$ cat config.mk
export PLATFORM = sky130hd
export DESIGN_NAME = pulse_counter_mc
export DESIGN_NICKNAME = d
export VERILOG_FILES = /design/src/rtl/pulse_counter_mc_pkg.sv /design/src/rtl/pulse_counter_mc_channel.sv /design/src/rtl/pulse_counter_mc.sv
export SDC_FILE = /design/constraint.sdc
export NUM_CORES = 1
export LEC_CHECK = 0
export BUFFER_PORTS_ARGS = -buffer_cell sky130_fd_sc_hd__buf_4
export CAP_MARGIN = 20
export CORE_AREA = 2 2 98 91
export CTS_CLUSTER_DIAMETER = 40
export DETAILED_ROUTE_END_ITERATION = 7
export DIE_AREA = 0 0 100 93
export PLACE_DENSITY = 0.66
export SLEW_MARGIN = 20
export SYNTH_ARGS = -nofsm -noshare
export SYNTH_HDL_FRONTEND = slang
export SYNTH_HIERARCHICAL = 1
export SYNTH_SLANG_ARGS = --single-unit
$ cat constraint.sdc
create_clock -name PULSE_COUNTER_MC_CLOCK_50 -period 2 [get_ports PULSE_COUNTER_MC_CLOCK_50]
set_input_delay 0.2 -clock PULSE_COUNTER_MC_CLOCK_50 [delete_from_list [all_inputs] [get_ports PULSE_COUNTER_MC_CLOCK_50]]
set_output_delay 0.2 -clock PULSE_COUNTER_MC_CLOCK_50 [all_outputs]
set_load 0.005 [all_outputs]
$ cat src/rtl/pulse_counter_mc_pkg.sv
// Shared encodings for the multi-channel pulse counter: reporter states,
// edge-polarity constants and the edge-match helper used by every channel.
package pulse_counter_mc_pkg;

    typedef enum logic [1:0] {
        S_LOCK = 2'd0,
        S_IDLE = 2'd1,
        S_SEND = 2'd2,
        S_WAIT = 2'd3
    } rep_state_t;

    localparam logic EDGE_RISE = 1'b0;
    localparam logic EDGE_FALL = 1'b1;

    function automatic logic edge_hit(input logic edge_sel, input logic prev, input logic cur);
        return (edge_sel == EDGE_FALL) ? (prev & ~cur) : (~prev & cur);
    endfunction

endpackage

$ cat src/rtl/pulse_counter_mc_channel.sv
// One pulse channel: optional sync+debounce (PULSE_COUNTER_MC_DEBOUNCE_EN), edge detect,
// counter with wrap/saturate, sticky overflow and a report-pending flag.
module pulse_counter_mc_channel
    import pulse_counter_mc_pkg::*;
#(
    parameter int DATAWIDTH_BUS   = 8,
    parameter int DEBOUNCE_CYCLES = 4
) (
    input  logic                     clk,
    input  logic                     rst_n,
    input  logic                     pulse_in,
    input  logic                     clear_in,
    input  logic                     edge_sel,
    input  logic                     saturate,
    input  logic                     lock,
    input  logic                     pend_clr,
    output logic [DATAWIDTH_BUS-1:0] count_out,
    output logic                     overflow_out,
    output logic                     pending_out
);

    localparam logic [DATAWIDTH_BUS-1:0] CNT_MAX = '1;

    logic level;

`ifdef PULSE_COUNTER_MC_DEBOUNCE_EN
    localparam int DBW = $clog2(DEBOUNCE_CYCLES + 1);

    logic           sync1_q, sync2_q, filt_q, filt_d;
    logic [DBW-1:0] db_cnt_q, db_cnt_d;

    // Filtered level flips only once the synchronised input has disagreed
    // with it for DEBOUNCE_CYCLES consecutive cycles.
    always_comb begin
        filt_d   = filt_q;
        db_cnt_d = '0;
        if (sync2_q != filt_q) begin
            if (db_cnt_q == DBW'(DEBOUNCE_CYCLES - 1)) begin
                filt_d = sync2_q;
            end else begin
                db_cnt_d = db_cnt_q + DBW'(1);
            end
        end
    end

    always_ff @(posedge clk or negedge rst_n) begin
        if (!rst_n) begin
            sync1_q  <= 1'b0;
            sync2_q  <= 1'b0;
            filt_q   <= 1'b0;
            db_cnt_q <= '0;
        end else begin
            sync1_q  <= pulse_in;
            sync2_q  <= sync1_q;
            filt_q   <= filt_d;
            db_cnt_q <= db_cnt_d;
        end
    end

    assign level = filt_q;
`else
    if (DEBOUNCE_CYCLES < 1) begin : g_bad_debounce
        $error("DEBOUNCE_CYCLES must be at least 1");
    end

    assign level = pulse_in;
`endif

    logic                     prev_q;
    logic [DATAWIDTH_BUS-1:0] count_q, count_d;
    logic                     ovf_q, ovf_d;
    logic                     pend_q, pend_d;
    logic                     hit;

    assign hit = edge_hit(edge_sel, prev_q, level);

    // A same-cycle edge re-arms pending after the reporter's clear.
    always_comb begin
        count_d = count_q;
        ovf_d   = ovf_q;
        pend_d  = pend_q & ~pend_clr;
        if (clear_in) begin
            count_d = '0;
            ovf_d   = 1'b0;
            pend_d  = 1'b0;
        end else if (hit && !lock) begin
            if (count_q != CNT_MAX) begin
                count_d = count_q + DATAWIDTH_BUS'(1);
                pend_d  = 1'b1;
            end else if (saturate) begin
                ovf_d = 1'b1;
            end else begin
                count_d = '0;
                ovf_d   = 1'b1;
                pend_d  = 1'b1;
            end
        end
    end

    always_ff @(posedge clk or negedge rst_n) begin
        if (!rst_n) begin
            prev_q  <= 1'b0;
            count_q <= '0;
            ovf_q   <= 1'b0;
            pend_q  <= 1'b0;
        end else begin
            prev_q  <= level;
            count_q <= count_d;
            ovf_q   <= ovf_d;
            pend_q  <= pend_d;
        end
    end

    assign count_out    = count_q;
    assign overflow_out = ovf_q;
    assign pending_out  = pend_q;

endmodule

$ cat src/rtl/pulse_counter_mc.sv
// Multi-channel edge counter with round-robin reporting to a UART TX (newData strobe gated by txBusy).
// Optional input debounce via PULSE_COUNTER_MC_DEBOUNCE_EN; all outputs registered.
module pulse_counter_mc
    import pulse_counter_mc_pkg::*;
#(
    parameter int NUM_CHANNELS    = 4,
    parameter int DATAWIDTH_BUS   = 8,
    parameter int CHAN_ID_WIDTH   = 2,
    parameter int DEBOUNCE_CYCLES = 4,
    parameter int STATE_SIZE      = 2
) (
    input  logic                                  PULSE_COUNTER_MC_CLOCK_50,
    input  logic                                  PULSE_COUNTER_MC_RESET_InLow,
    input  logic [NUM_CHANNELS-1:0]               PULSE_COUNTER_MC_PULSE_InHigh,
    input  logic [NUM_CHANNELS-1:0]               PULSE_COUNTER_MC_CLEAR_InHigh,
    input  logic                                  PULSE_COUNTER_MC_EDGE_SEL_In,
    input  logic                                  PULSE_COUNTER_MC_SATURATE_InHigh,
    input  logic                                  PULSE_COUNTER_MC_LOCK_InHigh,
    input  logic                                  PULSE_COUNTER_MC_txBusy_InHigh,
    output logic                                  PULSE_COUNTER_MC_newData_Out,
    output logic [DATAWIDTH_BUS-1:0]              PULSE_COUNTER_MC_data_Out,
    output logic [CHAN_ID_WIDTH-1:0]              PULSE_COUNTER_MC_channel_Out,
    output logic [NUM_CHANNELS-1:0]               PULSE_COUNTER_MC_overflow_Out,
    output logic [NUM_CHANNELS*DATAWIDTH_BUS-1:0] PULSE_COUNTER_MC_dataCounter_Out
);

    if (CHAN_ID_WIDTH < 1 || (1 << CHAN_ID_WIDTH) < NUM_CHANNELS) begin : g_bad_id_width
        $error("CHAN_ID_WIDTH too narrow for NUM_CHANNELS");
    end
    if (STATE_SIZE != 2) begin : g_bad_state_size
        $error("reporter state encoding is 2 bits wide");
    end

    logic                                  clk, rst_n, lock, busy;
    logic [NUM_CHANNELS-1:0]               pending, overflow, pend_clr;
    logic [NUM_CHANNELS*DATAWIDTH_BUS-1:0] counts;

    assign clk   = PULSE_COUNTER_MC_CLOCK_50;
    assign rst_n = PULSE_COUNTER_MC_RESET_InLow;
    assign lock  = PULSE_COUNTER_MC_LOCK_InHigh;
    assign busy  = PULSE_COUNTER_MC_txBusy_InHigh;

    rep_state_t               state_q, state_d;
    logic [CHAN_ID_WIDTH-1:0] ptr_q, ptr_d;
    logic [CHAN_ID_WIDTH-1:0] grant_q, grant_d;
    logic                     wait_q, wait_d;
    logic                     nd_q, nd_d;
    logic [DATAWIDTH_BUS-1:0] data_q, data_d;
    logic [CHAN_ID_WIDTH-1:0] chan_q, chan_d;

    for (genvar g = 0; g < NUM_CHANNELS; g++) begin : g_chan
        assign pend_clr[g] = (state_q == S_SEND) && (grant_q == CHAN_ID_WIDTH'(g));

        pulse_counter_mc_channel #(
            .DATAWIDTH_BUS  (DATAWIDTH_BUS),
            .DEBOUNCE_CYCLES(DEBOUNCE_CYCLES)
        ) u_chan (
            .clk         (clk),
            .rst_n       (rst_n),
            .pulse_in    (PULSE_COUNTER_MC_PULSE_InHigh[g]),
            .clear_in    (PULSE_COUNTER_MC_CLEAR_InHigh[g]),
            .edge_sel    (PULSE_COUNTER_MC_EDGE_SEL_In),
            .saturate    (PULSE_COUNTER_MC_SATURATE_InHigh),
            .lock        (lock),
            .pend_clr    (pend_clr[g]),
            .count_out   (counts[g*DATAWIDTH_BUS +: DATAWIDTH_BUS]),
            .overflow_out(overflow[g]),
            .pending_out (pending[g])
        );
    end

    // First pending channel at or after the pointer, wrapping.
    logic                     found;
    logic [CHAN_ID_WIDTH-1:0] pick;
    int                       idx;

    always_comb begin
        found = 1'b0;
        pick  = '0;
        idx   = 0;
        for (int i = 0; i < NUM_CHANNELS; i++) begin
            idx = int'(ptr_q) + i;
            if (idx >= NUM_CHANNELS) idx = idx - NUM_CHANNELS;
            if (!found && pending[idx]) begin
                found = 1'b1;
                pick  = CHAN_ID_WIDTH'(idx);
            end
        end
    end

    always_comb begin
        state_d = state_q;
        ptr_d   = ptr_q;
        grant_d = grant_q;
        wait_d  = wait_q;
        nd_d    = 1'b0;
        data_d  = data_q;
        chan_d  = chan_q;
        case (state_q)
            S_LOCK: begin
                if (!lock) state_d = S_IDLE;
            end
            S_IDLE: begin
                if (lock) begin
                    state_d = S_LOCK;
                end else if (found && !busy) begin
                    grant_d = pick;
                    data_d  = counts[int'(pick)*DATAWIDTH_BUS +: DATAWIDTH_BUS];
                    chan_d  = pick;
                    nd_d    = 1'b1;
                    state_d = S_SEND;
                end
            end
            S_SEND: begin
                ptr_d   = (int'(grant_q) == NUM_CHANNELS - 1) ? '0 : grant_q + CHAN_ID_WIDTH'(1);
                wait_d  = 1'b0;
                state_d = S_WAIT;
            end
            S_WAIT: begin
                // Two-cycle floor covers the TX raising txBusy after our strobe.
                if (!wait_q) begin
                    wait_d = 1'b1;
                end else if (!busy) begin
                    state_d = S_IDLE;
                end
            end
            default: state_d = S_LOCK;
        endcase
    end

    always_ff @(posedge clk or negedge rst_n) begin
        if (!rst_n) begin
            state_q <= S_LOCK;
            ptr_q   <= '0;
            grant_q <= '0;
            wait_q  <= 1'b0;
            nd_q    <= 1'b0;
            data_q  <= '0;
            chan_q  <= '0;
        end else begin
            state_q <= state_d;
            ptr_q   <= ptr_d;
            grant_q <= grant_d;
            wait_q  <= wait_d;
            nd_q    <= nd_d;
            data_q  <= data_d;
            chan_q  <= chan_d;
        end
    end

    assign PULSE_COUNTER_MC_newData_Out     = nd_q;
    assign PULSE_COUNTER_MC_data_Out        = data_q;
    assign PULSE_COUNTER_MC_channel_Out     = chan_q;
    assign PULSE_COUNTER_MC_overflow_Out    = overflow;
    assign PULSE_COUNTER_MC_dataCounter_Out = counts;

endmodule

=== Word-level counts from Yosys, hierarchy flattened ===
Index checks and enable logic that the tools add are counted.

* Shift-type cells: 1
* $add $sub $neg: 12
* Reduce and logical (&&, ||, !) cells: 34
* Mux-type cells: 80
* Order comparisons: 8
* Bitwise gates (word level): 25
* Eq/ne operators: 23

{| class="wikitable"
|+ Operators with widths
! kind !! number
|-
| 32-bit by 4-bit < comparator with 1-bit output, second input constant || 4
|-
| 32-bit two-way mux || 4
|-
| 8-bit two-way mux || 13
|-
| 1-bit two-way mux || 47
|-
| 8-bit by 1-bit adder with 8-bit output, second input constant || 4
|-
| 8-bit inequality test, second input constant || 4
|-
| 32-bit by 6-bit variable part select with 8-bit output || 1
|-
| 2-bit two-way mux || 10
|-
| 2-bit AND reduction || 8
|-
| 2-bit inequality test, second input constant || 7
|-
| 1-bit NOT || 13
|-
| 1-bit bitwise AND || 12
|-
| 1-bit logical AND || 12
|-
| 3-bit by 2-bit inequality test with 1-bit output, second input constant || 4
|-
| 3-bit by 3-bit subtractor with 4-bit output, second input constant || 3
|-
| 2-bit nonzero test || 5
|-
| 3-bit >= comparator, second input constant || 3
|-
| 1-bit binary-select mux with 2-bit select || 4
|-
| 2-bit equality test, second input constant || 4
|-
| 2-bit case mux with 4 select lines || 1
|-
| 2-bit by 2-bit adder with 3-bit output, second input constant || 2
|-
| 2-bit by 1-bit equality test with 1-bit output, second input constant || 3
|-
| 1-bit zero test || 5
|-
| 2-bit zero test || 2
|-
| other kinds (8) || 8
|}

* Bits in registers: 60
* Output and inout bits: 47

=== Logic depth before layout (Yosys ltp) ===
* Depth after elaboration: 19
* Mapped depth: 8
* Gate-level depth less buffers: 7

=== Modules after synthesis ===
The synthesis kept the hierarchy.

{| class="wikitable"
|+ By module, submodules not included
! module !! area each (µm²) !! cells an instance !! sequential area each (µm²) !! instances
|-
| pulse_counter_mc_channel || 638.1 || 63 || 275.3 || 4
|-
| pulse_counter_mc || 1088.5 || 112 || 400.4 || 1
|}

=== Least setup slack after synthesis ===
Ideal clock, no wire load.

* Path kind: reg2reg
* Start: reg ptr_q[1]
* End: reg data_q[5], in the netlist PULSE_COUNTER_MC_data_Out[5]
* Library setup time: 0.124 ns
* Required time: 1.876 ns
* Slack: 0.168 ns
* Arrival time: 1.708 ns
* Path buffers: 2
* Cell stages (with the launch flop): 8
* Cells stage by stage: dfrtp_1 > mux2_1 > o221ai_2 > buf_6 > buf_6 > mux2i_1 > nor3_1 > a211o_1

* Cells in the longest elaborated chain, start to end: 17
* Elaborated cells between the ends (all ways): 44
* Classes of those cells: add/sub (7); order compare (4); shift (1); mux (24); reduce/logical (8)

{| class="wikitable"
|+ RTL lines
! what !! line !! RTL
|-
| from (decl) || pulse_counter_mc.sv:44 || <nowiki>logic [CHAN_ID_WIDTH-1:0] ptr_q, ptr_d;</nowiki>
|-
| from (signal assigned) || pulse_counter_mc.sv:142 || <nowiki>ptr_q <= ptr_d;</nowiki>
|-
| branches (longest 17 deep; another with 3-bit by 3-bit subtractor with 4-bit output) || -- ||
|-
| to (signal assigned) || pulse_counter_mc.sv:146 || <nowiki>data_q <= data_d;</nowiki>
|-
| to (decl) || pulse_counter_mc.sv:48 || <nowiki>logic [DATAWIDTH_BUS-1:0] data_q, data_d;</nowiki>
|}

Several ways; the timed one is not identified. The select of a mux whose other input is x is not followed.
A chain may end at the register's enable or synchronous reset.

=== Worst setup path after layout ===
* Start: reg ptr_q[1]
* End: reg data_q[7], in the netlist PULSE_COUNTER_MC_data_Out[7]

Same word-level chain as after synthesis.

==> results by group <==
Clock tree
  • Inserted Clock Buffers: 9
  • CTS tree: done
  • Clk buf depth: 2
  • CTS HTree Levels: 3
  • Root buf cell: clkbuf_8
  • Worst-Skew Late Latency: 0.34 ns
  • CTS Sinks: 60
  • Clock slew seen by the registers of the worst setup and hold paths: 0.07 ns
  • Postcts setup bufs: 0

Layout
  • Nets: around 460
  • Commonest cells after routing, fill and taps aside: buf_4, dfrtp_1, a21oi_1
  • Antenna diodes: 0
  • Fillers: ~770
  • Most common library cell in the layout ignoring fill and taps: buf_4
  • Finished Layout Cells: roughly 540
  • Fraction of layout cells with a size suffix above 1: 0.244
  • Multi-input gate area: just under 2000 um^2
  • Area grow syn2layout: 21.6%
  • Reg area: roughly 1500 um^2

Worst setup path
  • CP peak stage delay: ~0.46 ns
  • CP Cell Sequence: mux2_1, o221ai_2, buf_12, mux2i_1, nor3_1, a211o_1
  • Setup CP Type: reg -> reg
  • Worst path slowest cell: dfrtp_1
  • CP Launch Type: register
  • R2R Path Start: ptr_q[1]$_DFFE_PN0P_
  • CP endpoint kind: register
  • Worst endpoint required time: between 2 and 2.5 ns
  • Crit-path max FO: 17
  • FF-to-FF End: PULSE_COUNTER_MC_data_Out[7]$_DFFE_PN0P_
  • Reg2Reg Depth: 6
  • R2r setup slk: slightly above 0.09 ns
  • Worst EP arrival: approximately 2.1 ns

Job
  • Max Cap Violations: 0

Yosys
  • Mapped Avg Cell Area: between 10 and 15 um^2
  • Synth Register Bits: 60
  • Synth unique cells: between 40 and 50
  • Syn Inst Count: about 360
  • Share of flip-flops with an asynchronous set or reset: 1.00
  • Top-area cell type share of the netlist area: 0.412
  • Top FF cell, synth: dfrtp_1
  • Syn Nets: about 400
  • Yosys top cell by area: dfrtp_1
  • Post-synth EDFFs: 0
  • Post-Syn Area: ~3600 um^2
  • Ys Warns: 6
  • Synth top area cells: dfrtp_1, mux2i_1, ha_1
  • Sequential share of the synthesized area: 0.412

Placed design
  • Dpl cells: ~520
  • Post-DP HPWL: between 6 and 7 mm
  • I/O Buffers: 60
  • Setup WS pre-CTS: roughly 0.13 ns
  • GPL Wtd Cong: 0.868

Drt
  • Avg Vias per Cell: 5.98
  • Initial DRC count: 200
  • Total wire length: between 9 and 10 mm
  • Routed length per instance: about 18 um
  • Final antenna-violating net count: 0
  • First-pass DRT Iterations: 5
  • Vias: between 3000 and 4000
  • Residual DRC count: 0

Pwr
  • Static Leak: approximately 2.2 nW
  • Sw Ratio: 0.305
  • Comb pwr share: 0.196
  • Switching power: around 0.87 mW
  • PwrDens: around 650 nW/um^2
  • Clock share of power: 0.316
  • Sequential Power Share: 0.488
  • Internal: about 2.0 mW
  • Worst ir drop on vdd: 0.312 mV

Hold path
  • Hold Crit Start: PULSE_COUNTER_MC_CLEAR_InHigh[1]
  • Worst Hold Depth: 2
  • Hold worst-path end: g_chan[1].u_chan/count_out[6]$_DFFE_PN0P_
  • Min-Delay Path Class: in -> reg

Floorplan
  • Die Span X: roughly 100 um
  • Die H: ~93 um
  • Area of the core: ~8300 um^2
  • Die ar.: 9300 um^2
  • Ports: 61
  • Initial Util: 0.437
  • FP Rows: 32

Global route
  • Initial antenna violation count: 0
  • Largest net degree at the start of global routing: just over 60
  • Vias in the first global route: about 3000
  • First-pass GRT wire length: 15.3 mm
  • GRT Util Overall: 0.215
  • Congestion Overflow GR: 0

Timing
  • Period Utilization, post-route: 0.954
  • Setup_tns: 0 ns
  • Final worst setup slack: roughly 0.093 ns
  • Final setup fails: 0
  • Max Fclk: between 500 and 600 MHz
  • RSZ-0062 raised after global routing: false
  • Worst-margin pin slew: about 0.76 ns
  • Hold Fails Final Rpt: 0
  • Tmin final: between 1.5 and 2 ns
  • Slew Limit Headroom: 0.491
  • Setup Skew: about 0.0092 ns
  • Slew Viols, Final: 0

Status
  • Status: completed
-- cells in the mapped netlist (9+ instances only) --
cell	n
mux2i_1	16
inv_1	15
nand2_1	19
and3_1	16
nand3_1	13
ha_1	12
dfrtp_1	60
a211o_1	12
a21oi_1	26
nor2_1	25
nor3_1	24
nor4_1	9
-- worst max path at each step --
stage                              start                                  endpoint  slack (ns)  depth (start not counted)
floorplan           ptr_q[1]$_DFFE_PN0P_  PULSE_COUNTER_MC_data_Out[5]$_DFFE_PN0P_        0.17                          7
global placement    ptr_q[1]$_DFFE_PN0P_  PULSE_COUNTER_MC_data_Out[1]$_DFFE_PN0P_        0.21                          6
detailed placement  ptr_q[1]$_DFFE_PN0P_  PULSE_COUNTER_MC_data_Out[0]$_DFFE_PN0P_        0.13                          6
CTS                 ptr_q[1]$_DFFE_PN0P_  PULSE_COUNTER_MC_data_Out[0]$_DFFE_PN0P_        0.11                          6
global route        ptr_q[1]$_DFFE_PN0P_  PULSE_COUNTER_MC_data_Out[0]$_DFFE_PN0P_        0.02                          6
finish              ptr_q[1]$_DFFE_PN0P_  PULSE_COUNTER_MC_data_Out[7]$_DFFE_PN0P_        0.09                          6
-- metal layers --
metal | vias up | GRT usage | wire, um
met5 | - | 0 | 0
met4 | 0 | 0.0616 | 70
met3 | 7 | 0.0523 | 578
met2 | 126 | 0.328 | 4500
met1 | 1576 | 0.304 | 4450
li1 | 1544 | - | -
-- per-stage QoR --
stage	total power, mW	util	hold WS, ns	cell area [um^2]
finish	2.86	0.532	0.101	4430
global route	3.03	0.532	0.104	4430
CTS	2.89	0.532	0.0933	4430
detailed placement	1.96	0.507	0.325	4220
global placement	1.94	0.507	0.325	4220
floorplan	1.74	-	-0.0956	3640
-- cell type report --
class                           instances  area share
Multi-Input combinational cell        274       0.444
Sequential cell                        60       0.339
Clock inverter                          5     0.00678
Inverter                               16      0.0136
Tap cell                              102      0.0288
Clock buffer                           10      0.0288
Timing Repair Buffer                   77       0.139
-- power groups by stage --
stage                     clock [mW]  combinational [mW]  sequential, mW
after floorplan                    0               0.339            1.40
after global placement             0               0.535            1.41
after detailed placement           0               0.549            1.42
after CTS                      0.935               0.563            1.39
after global routing           0.987               0.630            1.41
final                          0.903               0.558            1.39
-- flip-flops by register name, indices dropped and copies added, names as in the netlist --
| register | count |
|---|---|
| PULSE_COUNTER_MC_channel_Out | 2 |
| PULSE_COUNTER_MC_data_Out | 8 |
| PULSE_COUNTER_MC_newData_Out | 1 |
| g_chan.u_chan/count_out | 32 |
| g_chan.u_chan/overflow_out | 4 |
| g_chan.u_chan/pending_out | 4 |
| g_chan.u_chan/prev_q | 4 |
| ptr_q | 2 |
| state_q | 2 |
| wait_q | 1 |
-- logic make-up after synthesis --
logic type,after synthesis,share of synthesized area
flops,60,0.412
simple gates,156,0.263
fa+ha+maj,12,0.0412
buf+inv,30,0.0481
compound gates,88,0.185
mux,18,0.0502
-- worst max-delay path: cells and delay by family (launching register included) --
| kind | cells | cell delay (ns) |
|---|---|---|
| and+or+nand+nor | 1 | 0.06 |
| buffers and inverters | 1 | 0.20 |
| muxes | 2 | 0.56 |
| AOI/OAI and AO/OA | 2 | 0.49 |
| DFF | 1 | 0.46 |
-- repair_timing --
action | CTS | global route
endpoints found under the hold margin | 64 | 0
hold buffers | 5 | 0
resized for setup | 0 | 0
Note: power is estimated with default switching activity, not from simulation.
